`src/rtl/wrf_pkg.sv`:
```
`default_nettype none
// wrf_pkg: fabric address classes, sink FSM states and the layout of one buffered word.
// Rev 1.0
package wrf_pkg;

  localparam logic [1:0] c_WRF_DATA   = 2'd0;
  localparam logic [1:0] c_WRF_OOB    = 2'd1;
  localparam logic [1:0] c_WRF_STATUS = 2'd2;
  localparam logic [1:0] c_WRF_USER   = 2'd3;

  localparam int c_ENTRY_W = 23;

  typedef enum logic [1:0] {
    ST_IDLE = 2'd0,
    ST_HDR  = 2'd1,
    ST_DATA = 2'd2,
    ST_OOB  = 2'd3
  } wrf_state_t;

  typedef struct packed {
    logic [15:0] data;
    logic [1:0]  typ;
    logic [1:0]  sel;
    logic        sof;
    logic        eof;
    logic        error;
  } wrf_entry_t;

endpackage
`default_nettype wire

```
`src/rtl/wrf_sink_fifo.sv`:
```
`default_nettype none
// wrf_sink_fifo: synchronous show-ahead FIFO of packed sink entries with occupancy count.
// Rev 1.0
module wrf_sink_fifo
  import wrf_pkg::*;
#(
  parameter int g_fifo_depth = 16,
  localparam int c_AW = $clog2(g_fifo_depth)
) (
  input  logic                 clk_i,
  input  logic                 rst_n_i,
  input  logic                 push,
  input  logic [c_ENTRY_W-1:0] din,
  input  logic                 pop,
  output logic [c_ENTRY_W-1:0] dout,
  output logic                 empty,
  output logic [c_AW:0]        count
);

  logic [c_ENTRY_W-1:0] mem [g_fifo_depth];
  logic [c_AW-1:0]      wr_ptr;
  logic [c_AW-1:0]      rd_ptr;
  logic                 do_pop;
  logic                 full;

  assign empty  = (count == '0);
  assign full   = (count == (c_AW+1)'(g_fifo_depth));
  assign do_pop = pop && !empty;
  assign dout   = mem[rd_ptr];

  always_ff @(posedge clk_i) begin
    if (!rst_n_i) begin
      wr_ptr <= '0;
      rd_ptr <= '0;
      count  <= '0;
    end else begin
      if (push)   wr_ptr <= wr_ptr + 1'b1;
      if (do_pop) rd_ptr <= rd_ptr + 1'b1;
      count <= count + {{c_AW{1'b0}}, push} - {{c_AW{1'b0}}, do_pop};
    end
  end

  always_ff @(posedge clk_i) begin
    if (push) mem[wr_ptr] <= din;
  end

  // The upstream stall margin guarantees a push never meets a full FIFO.
  a_no_overflow: assert property (@(posedge clk_i) disable iff (!rst_n_i) !(push && full));

endmodule
`default_nettype wire

```
`src/rtl/wrf_fabric_sink.sv`:
```
`default_nettype none
// wrf_fabric_sink: pipelined Wishbone fabric sink that frames, checks and buffers
// switch-core output words onto a valid/ready stream. Rev 1.0
module wrf_fabric_sink
  import wrf_pkg::*;
#(
  parameter int g_wb_data_width = 16,
  parameter int g_wb_addr_width = 2,
  parameter int g_wb_sel_width  = 2,
  parameter int g_fifo_depth    = 16
) (
  input  logic                       clk_i,
  input  logic                       rst_n_i,
  input  logic [g_wb_data_width-1:0] snk_dat_i,
  input  logic [g_wb_addr_width-1:0] snk_adr_i,
  input  logic [g_wb_sel_width-1:0]  snk_sel_i,
  input  logic                       snk_cyc_i,
  input  logic                       snk_stb_i,
  input  logic                       snk_we_i,
  output logic                       snk_stall_o,
  output logic                       snk_ack_o,
  output logic                       snk_err_o,
  output logic                       snk_rty_o,
  output logic [g_wb_data_width-1:0] dout_o,
  output logic [1:0]                 dout_type_o,
  output logic [1:0]                 dout_sel_o,
  output logic                       dout_sof_o,
  output logic                       dout_eof_o,
  output logic                       dout_error_o,
  output logic                       dout_valid_o,
  input  logic                       dout_ready_i,
  output logic [31:0]                frame_cnt_o,
  output logic [31:0]                err_cnt_o
);

  localparam int c_AW = $clog2(g_fifo_depth);

  wrf_state_t state, state_nxt, eff_state;
  logic       bad, bad_nxt, set_bad;
  logic       stall, ack, err;
  logic       hold_valid;
  wrf_entry_t hold, push_ent, head;
  logic       beat, beat_wr, push, push_eof;
  logic       fifo_empty;
  logic [c_ENTRY_W-1:0] head_bits;
  logic [c_AW:0]        fifo_count;

  assign beat     = snk_cyc_i & snk_stb_i & ~stall;
  assign beat_wr  = beat & snk_we_i;
  assign push_eof = ~snk_cyc_i & hold_valid;
  assign push     = (beat_wr & hold_valid) | push_eof;

  // A beat may arrive in the same cycle cyc rises, so IDLE is classified as HDR.
  assign eff_state = (state == ST_IDLE) ? ST_HDR : state;

  always_comb begin
    state_nxt = state;
    set_bad   = 1'b0;
    if (!snk_cyc_i) begin
      state_nxt = ST_IDLE;
    end else begin
      state_nxt = eff_state;
      if (beat_wr) begin
        case (eff_state)
          ST_HDR: begin
            set_bad   = (snk_adr_i != c_WRF_STATUS);
            state_nxt = (snk_adr_i == c_WRF_OOB) ? ST_OOB : ST_DATA;
          end
          ST_DATA: begin
            if (snk_adr_i == c_WRF_STATUS)   set_bad   = 1'b1;
            else if (snk_adr_i == c_WRF_OOB) state_nxt = ST_OOB;
          end
          ST_OOB: set_bad = (snk_adr_i == c_WRF_DATA) || (snk_adr_i == c_WRF_STATUS);
          default: ;
        endcase
      end
    end
  end

  assign bad_nxt = ((state == ST_IDLE) ? 1'b0 : bad) | set_bad;

  always_comb begin
    push_ent       = hold;
    push_ent.eof   = push_eof;
    push_ent.error = push_eof & bad;
  end

  always_ff @(posedge clk_i) begin
    if (!rst_n_i) begin
      state       <= ST_IDLE;
      bad         <= 1'b0;
      stall       <= 1'b0;
      ack         <= 1'b0;
      err         <= 1'b0;
      hold_valid  <= 1'b0;
      hold        <= '0;
      frame_cnt_o <= '0;
      err_cnt_o   <= '0;
    end else begin
      state <= state_nxt;
      bad   <= bad_nxt;
      // Two free slots cover the beat already in flight plus the held word.
      stall <= (fifo_count >= (c_AW+1)'(g_fifo_depth - 2));
      ack   <= beat_wr;
      err   <= beat & ~snk_we_i;
      if (beat_wr) begin
        hold.data  <= snk_dat_i;
        hold.typ   <= snk_adr_i;
        hold.sel   <= snk_sel_i;
        hold.sof   <= ~hold_valid;
        hold_valid <= 1'b1;
      end else if (push_eof) begin
        hold_valid <= 1'b0;
      end
      if (push_eof) begin
        frame_cnt_o <= frame_cnt_o + 32'd1;
        if (bad) err_cnt_o <= err_cnt_o + 32'd1;
      end
    end
  end

  wrf_sink_fifo #(
    .g_fifo_depth(g_fifo_depth)
  ) u_fifo (
    .clk_i  (clk_i),
    .rst_n_i(rst_n_i),
    .push   (push),
    .din    (push_ent),
    .pop    (dout_valid_o & dout_ready_i),
    .dout   (head_bits),
    .empty  (fifo_empty),
    .count  (fifo_count)
  );

  assign head         = wrf_entry_t'(head_bits);
  assign dout_valid_o = ~fifo_empty;
  assign dout_o       = dout_valid_o ? head.data  : '0;
  assign dout_type_o  = dout_valid_o ? head.typ   : '0;
  assign dout_sel_o   = dout_valid_o ? head.sel   : '0;
  assign dout_sof_o   = dout_valid_o & head.sof;
  assign dout_eof_o   = dout_valid_o & head.eof;
  assign dout_error_o = dout_valid_o & head.error;

  assign snk_stall_o = stall;
  assign snk_ack_o   = ack;
  assign snk_err_o   = err;
  assign snk_rty_o   = 1'b0;

endmodule
`default_nettype wire

```
`config.mk`:
```
export PLATFORM = sky130hd
export DESIGN_NAME = wrf_fabric_sink
export DESIGN_NICKNAME = d
export VERILOG_FILES = /design/src/rtl/wrf_pkg.sv /design/src/rtl/wrf_sink_fifo.sv /design/src/rtl/wrf_fabric_sink.sv
export SDC_FILE = /design/constraint.sdc
export NUM_CORES = 1
export LEC_CHECK = 0
export CELL_PAD_IN_SITES_DETAIL_PLACEMENT = 1
export CELL_PAD_IN_SITES_GLOBAL_PLACEMENT = 2
export CORE_MARGIN = 3
export CORE_UTILIZATION = 47
export DETAILED_ROUTE_END_ITERATION = 8
export HOLD_SLACK_MARGIN = 0.15
export PLACE_DENSITY = 0.95
export SYNTH_ARGS = -nofsm -noshare
export SYNTH_HDL_FRONTEND = slang
export SYNTH_HIERARCHICAL = 1
export SYNTH_SLANG_ARGS = --single-unit
```
`constraint.sdc`:
```
create_clock -name clk_i -period 9.7 [get_ports clk_i]
set_input_delay 1.455 -clock clk_i [delete_from_list [all_inputs] [get_ports clk_i]]
set_output_delay 1.455 -clock clk_i [all_outputs]
set_load 0.005 [all_outputs]
```
==> Flow_metrics.wiki, run 1 <==
{| class="wikitable"
! Metric !! Value
|-
| Result of the run || finished clean
|-
| First-pass iteration count of the detailed router || 5
|-
| Maximum net fanout on the critical path || between 40 and 50
|-
| Gates resized, CTS repair || 0
|-
| Global-route wire length before repair || ~72000 µm
|-
| Flip-flop and latch count after synthesis || 477
|-
| Initial drt markers || roughly 990
|-
| Startpoint types || register
|-
| Count of input and output buffers || 116
|-
| Initial Utilization || between 40% and 50%
|-
| Path class of the lowest-slack min-delay path || reg2reg
|-
| Minimum setup slack in the final design || 4.13 ns
|-
| Antenna-violating nets left || 0
|-
| Internal portion of total power || 0.00373 W
|-
| Rows || around 70
|-
| Die Width || approximately 200 µm
|-
| Slowest cell on crit path || sky130_fd_sc_hd__dfxtp_4
|-
| Data arrival time of the critical path || 4.11 ns
|-
| Leakage || around 7.0 nW
|-
| Library cell with the largest summed area after synthesis || sky130_fd_sc_hd__edfxtp_1
|-
| CTS buffer count || 49
|-
| Area of the mapped netlist || roughly 0.019 mm²
|-
| Overall Global Routing Usage || around 23%
|-
| Antenna fix cells || 0
|-
| Sw Pwr || about 0.0012 W
|-
| Die ar. || between 0.04 and 0.05 mm²
|-
| Num ports || 118
|-
| Power share of the sequential group || approximately 47%
|-
| Largest net degree at the start of global routing || 75
|-
| Count of unresolved DRC violations after routing || 0
|-
| RePlAce Congestion || between 0.7 and 0.8
|-
| Final-layout fill cell count || 3653
|-
| Final hold violations || 0
|-
| Vias per cell || approximately 6.0
|-
| Fraction of final layout cells with drive strength greater than 1 || about 15%
|-
| Synthesis Warnings || 6
|-
| Via count of the first global-routing pass || roughly 12000
|-
| Deepest clock path buffer count || 3
|-
| Synthesized area per cell || ~16 µm²
|-
| WL final || 47100 µm
|-
| Maximum vdd drop || approximately 0.00011 V
|-
| Core Box Area || 0.0391 mm²
|-
| # setup viols final || 0
|-
| Clock tree from TritonCTS || yes
|-
| Unrepaired setup endpoints after global routing || false
|-
| Antenna violations before repair || 2
|-
| Fmax achieved || approximately 0.18 GHz
|-
| Post-placement cell count || ~1700
|-
| Critical Path, Cell by Cell || buf_4 > mux4_2 > a22oi_1 > nand2_1 > nor2b_1 > clkdlybuf4s50_1
|-
| Shortest period the worst path allows || 5.57 ns
|-
| Worst-Skew Late Latency || 0.59 ns
|-
| Capturing element type of the critical path || output pin
|-
| Number of buffers inserted by post-CTS setup repair || 0
|-
| Relative slew margins || between 30 and 40%
|-
| Total power density per cell area || about 220 mW/mm²
|-
| Switching share of total power || 24.4%
|-
| Maximum level of the CTS H-tree || 2
|-
| Library cells used by synthesis || between 40 and 50
|-
| Commonest register cell after synthesis || sky130_fd_sc_hd__edfxtp_1
|-
| Routed len/inst || 25.6 µm
|-
| Worst-path clk slew || roughly 0.060 ns
|-
| Period utilization || ~57%
|-
| Number of nets produced by synthesis || 1206
|-
| Combinational Power Share || ~17%
|-
| Setup total negative slack || 0 ns
|-
| Fin. max-slew vios || 0
|-
| Post-CTS Hold Buffers || 0
|-
| Maximum capacitance violations || 0
|-
| Class of the most critical setup path || reg2out
|-
| Total power draw || between 0.004 and 0.005 W
|-
| Signed area change from the synthesized netlist to the final layout || 16.8%
|-
| Instance count of the mapped netlist || 1166
|-
| Floorplan die height || 206 µm
|-
| Worst Skew || between 0.015 and 0.02 ns
|-
| Gr ovfl total || 0
|-
| Peak per-stage delay on the critical path || around 0.96 ns
|-
| Async set-reset flop share out of synthesis || 0%
|-
| Slew of the pin with the lowest slew margin || 1.04 ns
|-
| Data required time at the worst endpoint || between 8 and 9 ns
|-
| Share of power burned in the clock network || a little over a third
|-
| Number of non-filler instances in the completed layout || ~1800
|-
| Root cell of the clock tree || sky130_fd_sc_hd__clkbuf_16
|-
| Number of clock sinks seen by CTS || 477
|-
| Sum of net half-perimeters after detailed placement || approximately 27000 µm
|-
| Area share of the largest cell type after synthesis || between 50% and 60%
|-
| Cells taking the most area after synthesis || sky130_fd_sc_hd__edfxtp_1 59%, sky130_fd_sc_hd__dfxtp_1 12%, sky130_fd_sc_hd__mux4_2 11%
|-
| Post-synth EDFFs || ~370
|-
| Detailed-route via count || 11000
|-
| Share of the yosys chip area belonging to registers || a little over two thirds
|-
| Net total in the final layout || around 1300
|-
| Post-place setup slack || 4.64 ns
|-
| Smallest hold slack || a little under 0.5 ns
|}
[worst paths after layout]
path / end / cells past startpoint / start / slack [ns]
setup / recovery: dout_o[10] / 6 / register / 4.13
hold / removal: register / 2 / u_fifo/rd_ptr[1] / 0.49
setup reg to reg: u_fifo/count[4] / 16 / u_fifo/count[2] / 5.92
hold reg to reg: register / 2 / u_fifo/rd_ptr[1] / 0.49
[Yosys cell counts, types with 2 or more instances]
cell                       count
sky130_fd_sc_hd__a21oi_1      71
sky130_fd_sc_hd__a22oi_1      46
sky130_fd_sc_hd__and2_1       29
sky130_fd_sc_hd__and3_1        9
sky130_fd_sc_hd__and4_1        6
sky130_fd_sc_hd__buf_1         9
sky130_fd_sc_hd__buf_2         6
sky130_fd_sc_hd__buf_4         6
sky130_fd_sc_hd__buf_6         5
sky130_fd_sc_hd__clkbuf_1     34
sky130_fd_sc_hd__dfxtp_1     109
sky130_fd_sc_hd__edfxtp_1    368
sky130_fd_sc_hd__ha_1         13
sky130_fd_sc_hd__inv_1        24
sky130_fd_sc_hd__mux2i_1       2
sky130_fd_sc_hd__mux4_2       92
sky130_fd_sc_hd__nand2_1      88
sky130_fd_sc_hd__nand2b_1      2
sky130_fd_sc_hd__nand3_1      27
sky130_fd_sc_hd__nand4_1      15
sky130_fd_sc_hd__nor2_1       26
sky130_fd_sc_hd__nor2b_1      30
sky130_fd_sc_hd__nor3_1        5
sky130_fd_sc_hd__nor3b_1       3
sky130_fd_sc_hd__o21ai_0      20
sky130_fd_sc_hd__o31ai_1      26
sky130_fd_sc_hd__or3_1        20
sky130_fd_sc_hd__or4_1        29
sky130_fd_sc_hd__xnor2_1      17
sky130_fd_sc_hd__xor2_1       10
[logic make-up after synthesis]
family                     share of synthesized area, %
DFF                                                70.3
and+or+nand+nor                                    8.66
AOI/OAI and AO/OA                                  5.59
muxes                                              11.1
buffers and inverters                              2.05
xor gates and xnor gates                           1.26
adders and majority gates                         0.971
other                                            0.0199
[per-layer routing]
metal	vias up	wire length, µm	track usage [%]
li1	4800	-	-
met4	2	1230	6.50
met1	5721	18900	29.9
met3	84	3670	5.64
met5	-	9	0
met2	428	23300	37.8
[cells in the final DEF (no fill, tap or decap), types with 6 or more instances in the layout]
cell and instances:
sky130_fd_sc_hd__clkdlybuf4s50_1 116, sky130_fd_sc_hd__nor2b_1 28, sky130_fd_sc_hd__xor2_1 10, sky130_fd_sc_hd__clkbuf_16 49, sky130_fd_sc_hd__a21oi_1 71, sky130_fd_sc_hd__xnor2_1 17, sky130_fd_sc_hd__ha_1 13, sky130_fd_sc_hd__and2_2 16
sky130_fd_sc_hd__o21ai_0 20, sky130_fd_sc_hd__and4_1 6, sky130_fd_sc_hd__or4_1 29, sky130_fd_sc_hd__or3_1 20, sky130_fd_sc_hd__inv_1 24, sky130_fd_sc_hd__buf_4 9, sky130_fd_sc_hd__mux4_2 92, sky130_fd_sc_hd__nand2_1 88
sky130_fd_sc_hd__clkbuf_8 6, sky130_fd_sc_hd__o31ai_1 26, sky130_fd_sc_hd__dfxtp_1 107, sky130_fd_sc_hd__and2_1 13, sky130_fd_sc_hd__clkbuf_1 18, sky130_fd_sc_hd__nor2_1 25, sky130_fd_sc_hd__a22oi_1 46, sky130_fd_sc_hd__clkinv_2 6
sky130_fd_sc_hd__nand4_1 15, sky130_fd_sc_hd__nand3_1 27, sky130_fd_sc_hd__and3_1 9, sky130_fd_sc_hd__edfxtp_1 368
[stage by stage]
step	cell area, µm²	utilization, %
global placement	20400	52.3
floorplan	18800	-
global route	22000	56.2
CTS	22000	56.2
detailed placement	20400	52.3
finish	22000	56.2
[worst max-delay path: cells and delay by family (launching register included)]
family	cells	cell delay (ns)
AO/OA/AOI/OAI	1	0.33
multiplexers	1	0.60
buffers and inverters	2	1.35
AND/OR/NAND/NOR	2	0.28
flip-flops	1	0.96
[power groups by stage]
stage | clock, W | sequential, W | combinational (W)
finish | 0.00178 | 0.00231 | 0.000839
global route | 0.00191 | 0.00233 | 0.000913
CTS | 0.00182 | 0.00232 | 0.000852
detailed placement | 0 | 0.00236 | 0.000846
global placement | 0 | 0.00236 | 0.000814
floorplan | 0 | 0.00228 | 0.000655
[registers in the layout, summed over array words and instances, names as in the netlist, named ones only]
register / flops
u_fifo/mem: 368
err_cnt_o: 32
frame_cnt_o: 32
hold: 21
u_fifo/count: 5
u_fifo/rd_ptr: 4
u_fifo/wr_ptr: 4
state: 2
bad: 1
hold_valid: 1
snk_ack_o: 1
snk_err_o: 1
snk_stall_o: 1
[final cells by class]
cell class	count	area [µm²]	area share [%]
Sequential cell	477	13200	60.3
Tap cell	518	648	2.95
Clock buffer	77	1400	6.38
Clock inverter	15	124	0.564
Inverter	25	93.8	0.427
Timing Repair Buffer	125	1230	5.59
Multi-Input combinational cell	604	5240	23.8
Power figures use the tool's default switching activity.
==> inputs of run 2 (changes only) <==
--- a/config.mk
+++ b/config.mk
@@ -8,10 +8,10 @@
 export CELL_PAD_IN_SITES_DETAIL_PLACEMENT = 1
 export CELL_PAD_IN_SITES_GLOBAL_PLACEMENT = 2
 export CORE_MARGIN = 3
-export CORE_UTILIZATION = 47
+export CORE_UTILIZATION = 44
 export DETAILED_ROUTE_END_ITERATION = 8
 export HOLD_SLACK_MARGIN = 0.15
-export PLACE_DENSITY = 0.95
+export PLACE_DENSITY = 0.9
 export SYNTH_ARGS = -nofsm -noshare
 export SYNTH_HDL_FRONTEND = slang
 export SYNTH_HIERARCHICAL = 1
==> constraint.sdc (replaced) <==
create_clock -name clk_i -period 5.2 [get_ports clk_i]
set_input_delay 0.78 -clock clk_i [delete_from_list [all_inputs] [get_ports clk_i]]
set_output_delay 0.78 -clock clk_i [all_outputs]
set_load 0.005 [all_outputs]
==> run 2 against run 1 <==
Combinational power grew 94%. Core utilization shrank 3.4 points. Setup slack lost 3.0 ns. Via count grew 0.32%. Sequential share of layout area shrank 0.78 points. Highest routed layer unchanged. Clock skew grew 0.012 ns. Cell area grew 1.3%. Global-route usage shrank 0.68 points. Critical endpoint is now dout_o[5]. Count of clock-buffer cells in the layout shrank 17.
==> Flow_metrics.wiki, run 2 (synthesis gave the netlist of run 1 again) <==
{| class="wikitable"
! Metric !! Value
|-
| Fin. max-slew vios || 0 (unchanged)
|-
| Most common cell after layout, fill and taps aside || sky130_fd_sc_hd__edfxtp_1 (unchanged)
|-
| Fraction of final layout cells with drive strength greater than 1 || 15.5% (was 14.8%)
|-
| Gates resized, CTS repair || 0 (unchanged)
|-
| Fmax achieved || roughly 0.25 GHz
|-
| Net total in the final layout || 1341 (was 1322)
|-
| Setup total negative slack || 0 ns (unchanged)
|-
| Worst-Skew Late Latency || 0.59 ns (about the same)
|-
| Global Route met2 Usage || 37.7% (was 37.8%)
|-
| Data arrival time of the critical path || 3.30 ns (was 4.11 ns)
|-
| End-of-flow core utilization || 52.8% (was 56.2%)
|-
| Gr ovfl total || 0 (unchanged)
|-
| Count of input and output buffers || 116 (unchanged)
|-
| Signed area change from the synthesized netlist to the final layout || 18.3% (was 16.8%)
|-
| Period utilization || 78.4%
|-
| Final hold violations || 0 (unchanged)
|-
| WL final || 48500 µm (was 47100 µm)
|-
| Count of unresolved DRC violations after routing || 0 (unchanged)
|-
| Largest registers || u_fifo/mem: 368 flops, err_cnt_o: 32 flops, frame_cnt_o: 32 flops (unchanged)
|-
| Deepest clock path buffer count || 3 (unchanged)
|-
| Die ar. || 0.0453 mm² (was 0.0425 mm²)
|-
| RePlAce Congestion || 0.728 (was 0.739)
|-
| Root cell of the clock tree || sky130_fd_sc_hd__clkbuf_16 (unchanged)
|-
| Initial drt markers || 941 (was 985)
|-
| Startpoint types || register (unchanged)
|-
| Max reg flops || 368 (unchanged)
|-
| Number of clock sinks seen by CTS || 477 (unchanged)
|-
| Largest net degree at the start of global routing || 58 (was 75)
|-
| Leakage || 7.15 nW (was 6.99 nW)
|-
| Final-layout fill cell count || 3950 (was 3653)
|-
| Detailed-route via count || 11100 (was 11000)
|-
| Path class of the lowest-slack min-delay path || reg2reg (unchanged)
|-
| First-pass iteration count of the detailed router || 5 (unchanged)
|-
| Total power draw || 0.00946 W (was 0.00494 W)
|-
| Rows || 75 (was 72)
|-
| Overall Global Routing Usage || 22.0% (was 22.7%)
|-
| Maximum level of the CTS H-tree || 2 (unchanged)
|-
| Vias per cell || 5.89 (was 5.99)
|-
| Data required time at the worst endpoint || 4.42 ns (was 8.25 ns)
|-
| Met3 track utilization from global routing || 6.10% (was 5.64%)
|-
| Routed len/inst || 25.8 µm (was 25.6 µm)
|-
| Post-CTS Hold Buffers || 0 (unchanged)
|-
| Class of the most critical setup path || reg2out (unchanged)
|-
| Clock tree from TritonCTS || yes (unchanged)
|-
| Floorplan die height || 213 µm (was 206 µm)
|-
| Total power density per cell area || 425 mW/mm² (was 225 mW/mm²)
|-
| Core Box Area || 0.0421 mm² (was 0.0391 mm²)
|-
| Unrepaired setup endpoints after global routing || false (unchanged)
|-
| Maximum capacitance violations || 0 (unchanged)
|-
| Slew of the pin with the lowest slew margin || 1.34 ns (was 1.04 ns)
|-
| Result of the run || finished clean (unchanged)
|-
| Via count of the first global-routing pass || 12300 (was 11800)
|-
| Number of buffers inserted by post-CTS setup repair || 0 (unchanged)
|-
| Worst-path clk slew || 0.06 ns (about the same)
|-
| Initial Utilization || 44.7% (was 48.1%)
|-
| Commonest cells after routing, fill and taps aside || 368 x sky130_fd_sc_hd__edfxtp_1, 116 x sky130_fd_sc_hd__clkdlybuf4s50_1, 107 x sky130_fd_sc_hd__dfxtp_1 (unchanged)
|-
| Fraction of met1 tracks used by global routing || 27.9% (was 29.9%)
|-
| Most crowded layer after global routing || met2 (unchanged)
|-
| Global-route wire length before repair || 74600 µm (was 72000 µm)
|-
| Antenna-violating nets left || 0 (unchanged)
|-
| Die Width || 213 µm (was 206 µm)
|-
| Relative slew margins || 10.6% (was 30.6%)
|-
| Register bank with the most flops || u_fifo/mem (unchanged)
|-
| Capturing element type of the critical path || output pin (unchanged)
|-
| # setup viols final || 0 (unchanged)
|-
| Maximum net fanout on the critical path || 18 (was 49)
|-
| Sum of net half-perimeters after detailed placement || 26900 µm (was 26500 µm)
|-
| Antenna violations before repair || 4 (was 2)
|-
| Shortest period the worst path allows || slightly above 4 ns
|-
| Maximum vdd drop || 0.000290 V (was 0.000114 V)
|-
| Worst Skew || 0.0304 ns (was 0.0185 ns)
|-
| Num ports || 118 (unchanged)
|-
| CTS buffer count || 49 (unchanged)
|}
==> run 2: path summary, 6_finish.rpt <==
check | start | to | slack (ns) | cells after the start
max reg2reg | u_fifo/count[3] | u_fifo/count[4] | 1.50 | 16
min reg2reg | frame_cnt_o[31] | frame_cnt_o[31] | 0.49 | 2
min | frame_cnt_o[31] | frame_cnt_o[31] | 0.49 | 2
max | register | dout_o[5] | 1.12 | 6
==> run 2: final cells by class <==
cell class / instances / area, µm² / area share (%)
flip-flops and latches: 477 / 13200 / 59.5
multi-input cells: 604 / 5220 / 23.4
repair buffers: 144 / 1410 / 6.33
clock buffers: 60 / 1340 / 6.01
well taps: 539 / 674 / 3.03
clock inverters: 31 / 287 / 1.29
inverters: 25 / 93.8 / 0.421
diodes: 1 / 2.50 / 0.0112
==> run 2: metal layers <==
layer / wire length, µm / vias up
met4: 1150 / 6
met3: 3970 / 88
met5: 36 / -
li1: - / 4833
met2: 24200 / 399
met1: 19200 / 5744
==> run 2: worst max-delay path, stage by stage (launching register included) <==
cell,delay (ns)
sky130_fd_sc_hd__dfxtp_1,0.46
sky130_fd_sc_hd__and2_1,1.07
sky130_fd_sc_hd__buf_4,0.33
sky130_fd_sc_hd__a22oi_1,0.08
sky130_fd_sc_hd__nand2_1,0.10
sky130_fd_sc_hd__nor2b_1,0.14
sky130_fd_sc_hd__clkdlybuf4s50_1,0.51
==> run 2: per-stage QoR <==
stage                     instances  instance area [µm²]  hold slack (ns)  setup slack (ns)
after floorplan                1166                18800            0.460              1.80
after global placement         1789                20600            0.471              1.64
after detailed placement       1789                20600            0.474              1.49
after CTS                      1880                22300            0.489              1.08
after global routing           1880                22300            0.527             0.908
final                          1881                22300            0.490              1.12
==> run 2: power breakdown <==
group / internal (W) / leakage, nW / total (W) / switching, W
Clock: 0.00204 / 0.793 / 0.00353 / 0.00150
Sequential: 0.00414 / 4.33 / 0.00429 / 0.000158
Combinational: 0.000939 / 2.02 / 0.00163 / 0.000692
==> inputs of run 3 (changes only) <==
==> constraint.sdc (replaced) <==
create_clock -name clk_i -period 3.9 [get_ports clk_i]
set_input_delay 0.585 -clock clk_i [delete_from_list [all_inputs] [get_ports clk_i]]
set_output_delay 0.585 -clock clk_i [all_outputs]
set_load 0.005 [all_outputs]
==> run 3 against run 2 <==
Core utilization hardly changed. Total power up 34%. Clock skew shrank 0.0069 ns. Count of clock-buffer cells in the layout rose by 3. Flip-flop and latch count unchanged. Routed wire length decreased by 1.2%.
==> Flow_metrics.wiki, run 3 (synthesis gave the netlist of run 1 again) <==
{| class="wikitable"
! Metric !! Value
|-
| Largest registers || u_fifo/mem: 368 flops, err_cnt_o: 32 flops, frame_cnt_o: 32 flops (unchanged)
|-
| Maximum capacitance violations || 0 (unchanged)
|-
| Number of buffers inserted by post-CTS setup repair || 0 (unchanged)
|-
| Shortest period the worst path allows || between 3 and 4 ns
|-
| Core Box Area || 0.0421 mm² (unchanged)
|-
| Period utilization || between 90% and 100%
|-
| Total power density per cell area || 567 mW/mm² (was 425 mW/mm²)
|-
| Die ar. || 0.0453 mm² (unchanged)
|-
| Largest net degree at the start of global routing || 65 (was 58)
|-
| Maximum net fanout on the critical path || 56 (was 18)
|-
| Commonest cells after routing, fill and taps aside || 368 x sky130_fd_sc_hd__edfxtp_1, 116 x sky130_fd_sc_hd__clkdlybuf4s50_1, 107 x sky130_fd_sc_hd__dfxtp_1 (unchanged)
|-
| Net total in the final layout || 1343 (was 1341)
|-
| Slew of the pin with the lowest slew margin || 0.723 ns (was 1.34 ns)
|-
| Post-DP Area || 0.0206 mm² (about the same)
|-
| CTS buffer count || 49 (unchanged)
|-
| Result of the run || finished clean (unchanged)
|-
| Max reg flops || 368 (unchanged)
|-
| Count of input and output buffers || 116 (unchanged)
|-
| Rows || 75 (unchanged)
|-
| Area of all placed cells without fillers || 0.0223 mm² (about the same)
|-
| Worst-path clk slew || 0.06 ns (about the same)
|-
| Initial Utilization || 44.7% (unchanged)
|-
| Fmax achieved || between 0.2 and 0.3 GHz
|-
| Final hold violations || 0 (unchanged)
|-
| Initial drt markers || 836 (was 941)
|-
| Floorplan die height || 213 µm (unchanged)
|-
| # setup viols final || 0 (unchanged)
|-
| Class of the most critical setup path || reg2out (unchanged)
|-
| Root cell of the clock tree || sky130_fd_sc_hd__clkbuf_16 (unchanged)
|-
| Vias per cell || 5.88 (was 5.89)
|-
| Peak per-stage delay on the critical path || 0.60 ns (was 1.07 ns)
|-
| Relative slew margins || 51.8% (was 10.6%)
|-
| Fin. max-slew vios || 0 (unchanged)
|-
| Data arrival time of the critical path || 3.05 ns (was 3.30 ns)
|-
| Post-CTS Hold Buffers || 0 (unchanged)
|-
| Setup total negative slack || 0 ns (unchanged)
|-
| Worst-Skew Late Latency || 0.59 ns (about the same)
|-
| Clock tree from TritonCTS || yes (unchanged)
|-
| Antenna-violating nets left || 0 (unchanged)
|-
| Capturing element type of the critical path || output pin (unchanged)
|-
| Sum of net half-perimeters after detailed placement || 27100 µm (was 26900 µm)
|-
| Worst Skew || 0.0235 ns (was 0.0304 ns)
|-
| Detailed-route via count || 11100 (about the same)
|-
| Most common cell after layout, fill and taps aside || sky130_fd_sc_hd__edfxtp_1 (unchanged)
|-
| Routed len/inst || 25.5 µm (was 25.8 µm)
|-
| Global-route wire length before repair || 73700 µm (was 74600 µm)
|-
| Die Width || 213 µm (unchanged)
|-
| Cell class contributing the biggest share of worst-path delay || buffers and inverters (was simple AND/OR/NAND/NOR gates)
|-
| Antenna violations before repair || 2 (was 4)
|-
| Gr ovfl total || 0 (unchanged)
|-
| Maximum level of the CTS H-tree || 2 (unchanged)
|-
| Overall Global Routing Usage || 21.8% (was 22.0%)
|-
| Fraction of final layout cells with drive strength greater than 1 || 15.2% (was 15.5%)
|-
| Slowest cell on crit path || sky130_fd_sc_hd__mux4_2 (was sky130_fd_sc_hd__and2_1)
|-
| Path class of the lowest-slack min-delay path || reg2reg (unchanged)
|-
| Num ports || 118 (unchanged)
|-
| Startpoint types || register (unchanged)
|-
| Data required time at the worst endpoint || 3.31 ns (was 4.42 ns)
|-
| Number of clock sinks seen by CTS || 477 (unchanged)
|-
| WL final || 48000 µm (was 48500 µm)
|-
| Buffers & Inverters on Critical Path || 2 (unchanged)
|-
| Signed area change from the synthesized netlist to the final layout || 18.4% (was 18.3%)
|-
| Gates resized, CTS repair || 0 (unchanged)
|-
| Register bank with the most flops || u_fifo/mem (unchanged)
|-
| Deepest clock path buffer count || 3 (unchanged)
|-
| Critical Path, Cell by Cell || buf_16 > mux4_2 > a22oi_1 > nand2_1 > nor2b_1 > clkdlybuf4s50_1 (was and2_1 > buf_4 > a22oi_1 > nand2_1 > nor2b_1 > clkdlybuf4s50_1)
|-
| Unrepaired setup endpoints after global routing || false (unchanged)
|-
| Via count of the first global-routing pass || 11900 (was 12300)
|-
| First-pass iteration count of the detailed router || 5 (unchanged)
|-
| Count of unresolved DRC violations after routing || 0 (unchanged)
|-
| Smallest hold slack || 0.498 ns (was 0.490 ns)
|-
| RePlAce Congestion || 0.752 (was 0.728)
|-
| Maximum vdd drop || 0.000354 V (was 0.000290 V)
|-
| Antenna fix cells || 0 (was 1)
|-
| Leakage || 7.14 nW (was 7.15 nW)
|}
[run 3: through the flow]
step | cells | power (W) | setup WS, ns | utilization (%)
global route | 1881 | 0.0132 | 0.0209 | 52.9
detailed placement | 1791 | 0.00803 | 0.683 | 49.0
CTS | 1881 | 0.0128 | 0.165 | 52.8
finish | 1881 | 0.0126 | 0.266 | 52.9
global placement | 1791 | 0.00797 | 0.767 | 49.0
floorplan | 1166 | 0.00729 | 0.501 | -
[run 3: worst paths after layout]
kind                                 startpoint              end  slack (ns)  depth (start not counted)
worst max register to register  u_fifo/count[3]  u_fifo/count[4]        0.71                         15
worst max-delay path                   register       dout_o[12]        0.27                          6
worst min-delay path              err_cnt_o[29]    err_cnt_o[29]        0.50                          2
worst min register to register    err_cnt_o[29]    err_cnt_o[29]        0.50                          2
[run 3: layout make-up]
class	count	area, µm²
fill	3971	19900
timing repair buffer	146	1440
clock buffer	63	1310
sequential	477	13200
inverter	25	93.8
clock inverter	27	305
tap	539	674
multi-input combinational	604	5200
[run 3: where the power goes]
group | total [W] | internal (W) | switching [W]
sequential | 0.00564 | 0.00551 | 0.000127
clock | 0.00473 | 0.00277 | 0.00196
combinational | 0.00226 | 0.00127 | 0.000991
[run 3: per-layer routing]
| metal | routed length, µm | global-route usage (%) |
|---|---|---|
| met2 | 24400 | 37.4 |
| met1 | 19300 | 28.5 |
| met3 | 3120 | 4.60 |
| met5 | 26 | 0 |
| met4 | 1170 | 5.94 |
[run 3: worst register-to-register path, delay by kind of cell (launching register included)]
kind                     cells  cell delay, ns
AND/OR/NAND/NOR              6            1.30
adder cells (fa/ha/maj)      4            0.99
flip-flops                   1            0.33
buffers and inverters        4            0.31
AO/OA/AOI/OAI                1            0.16
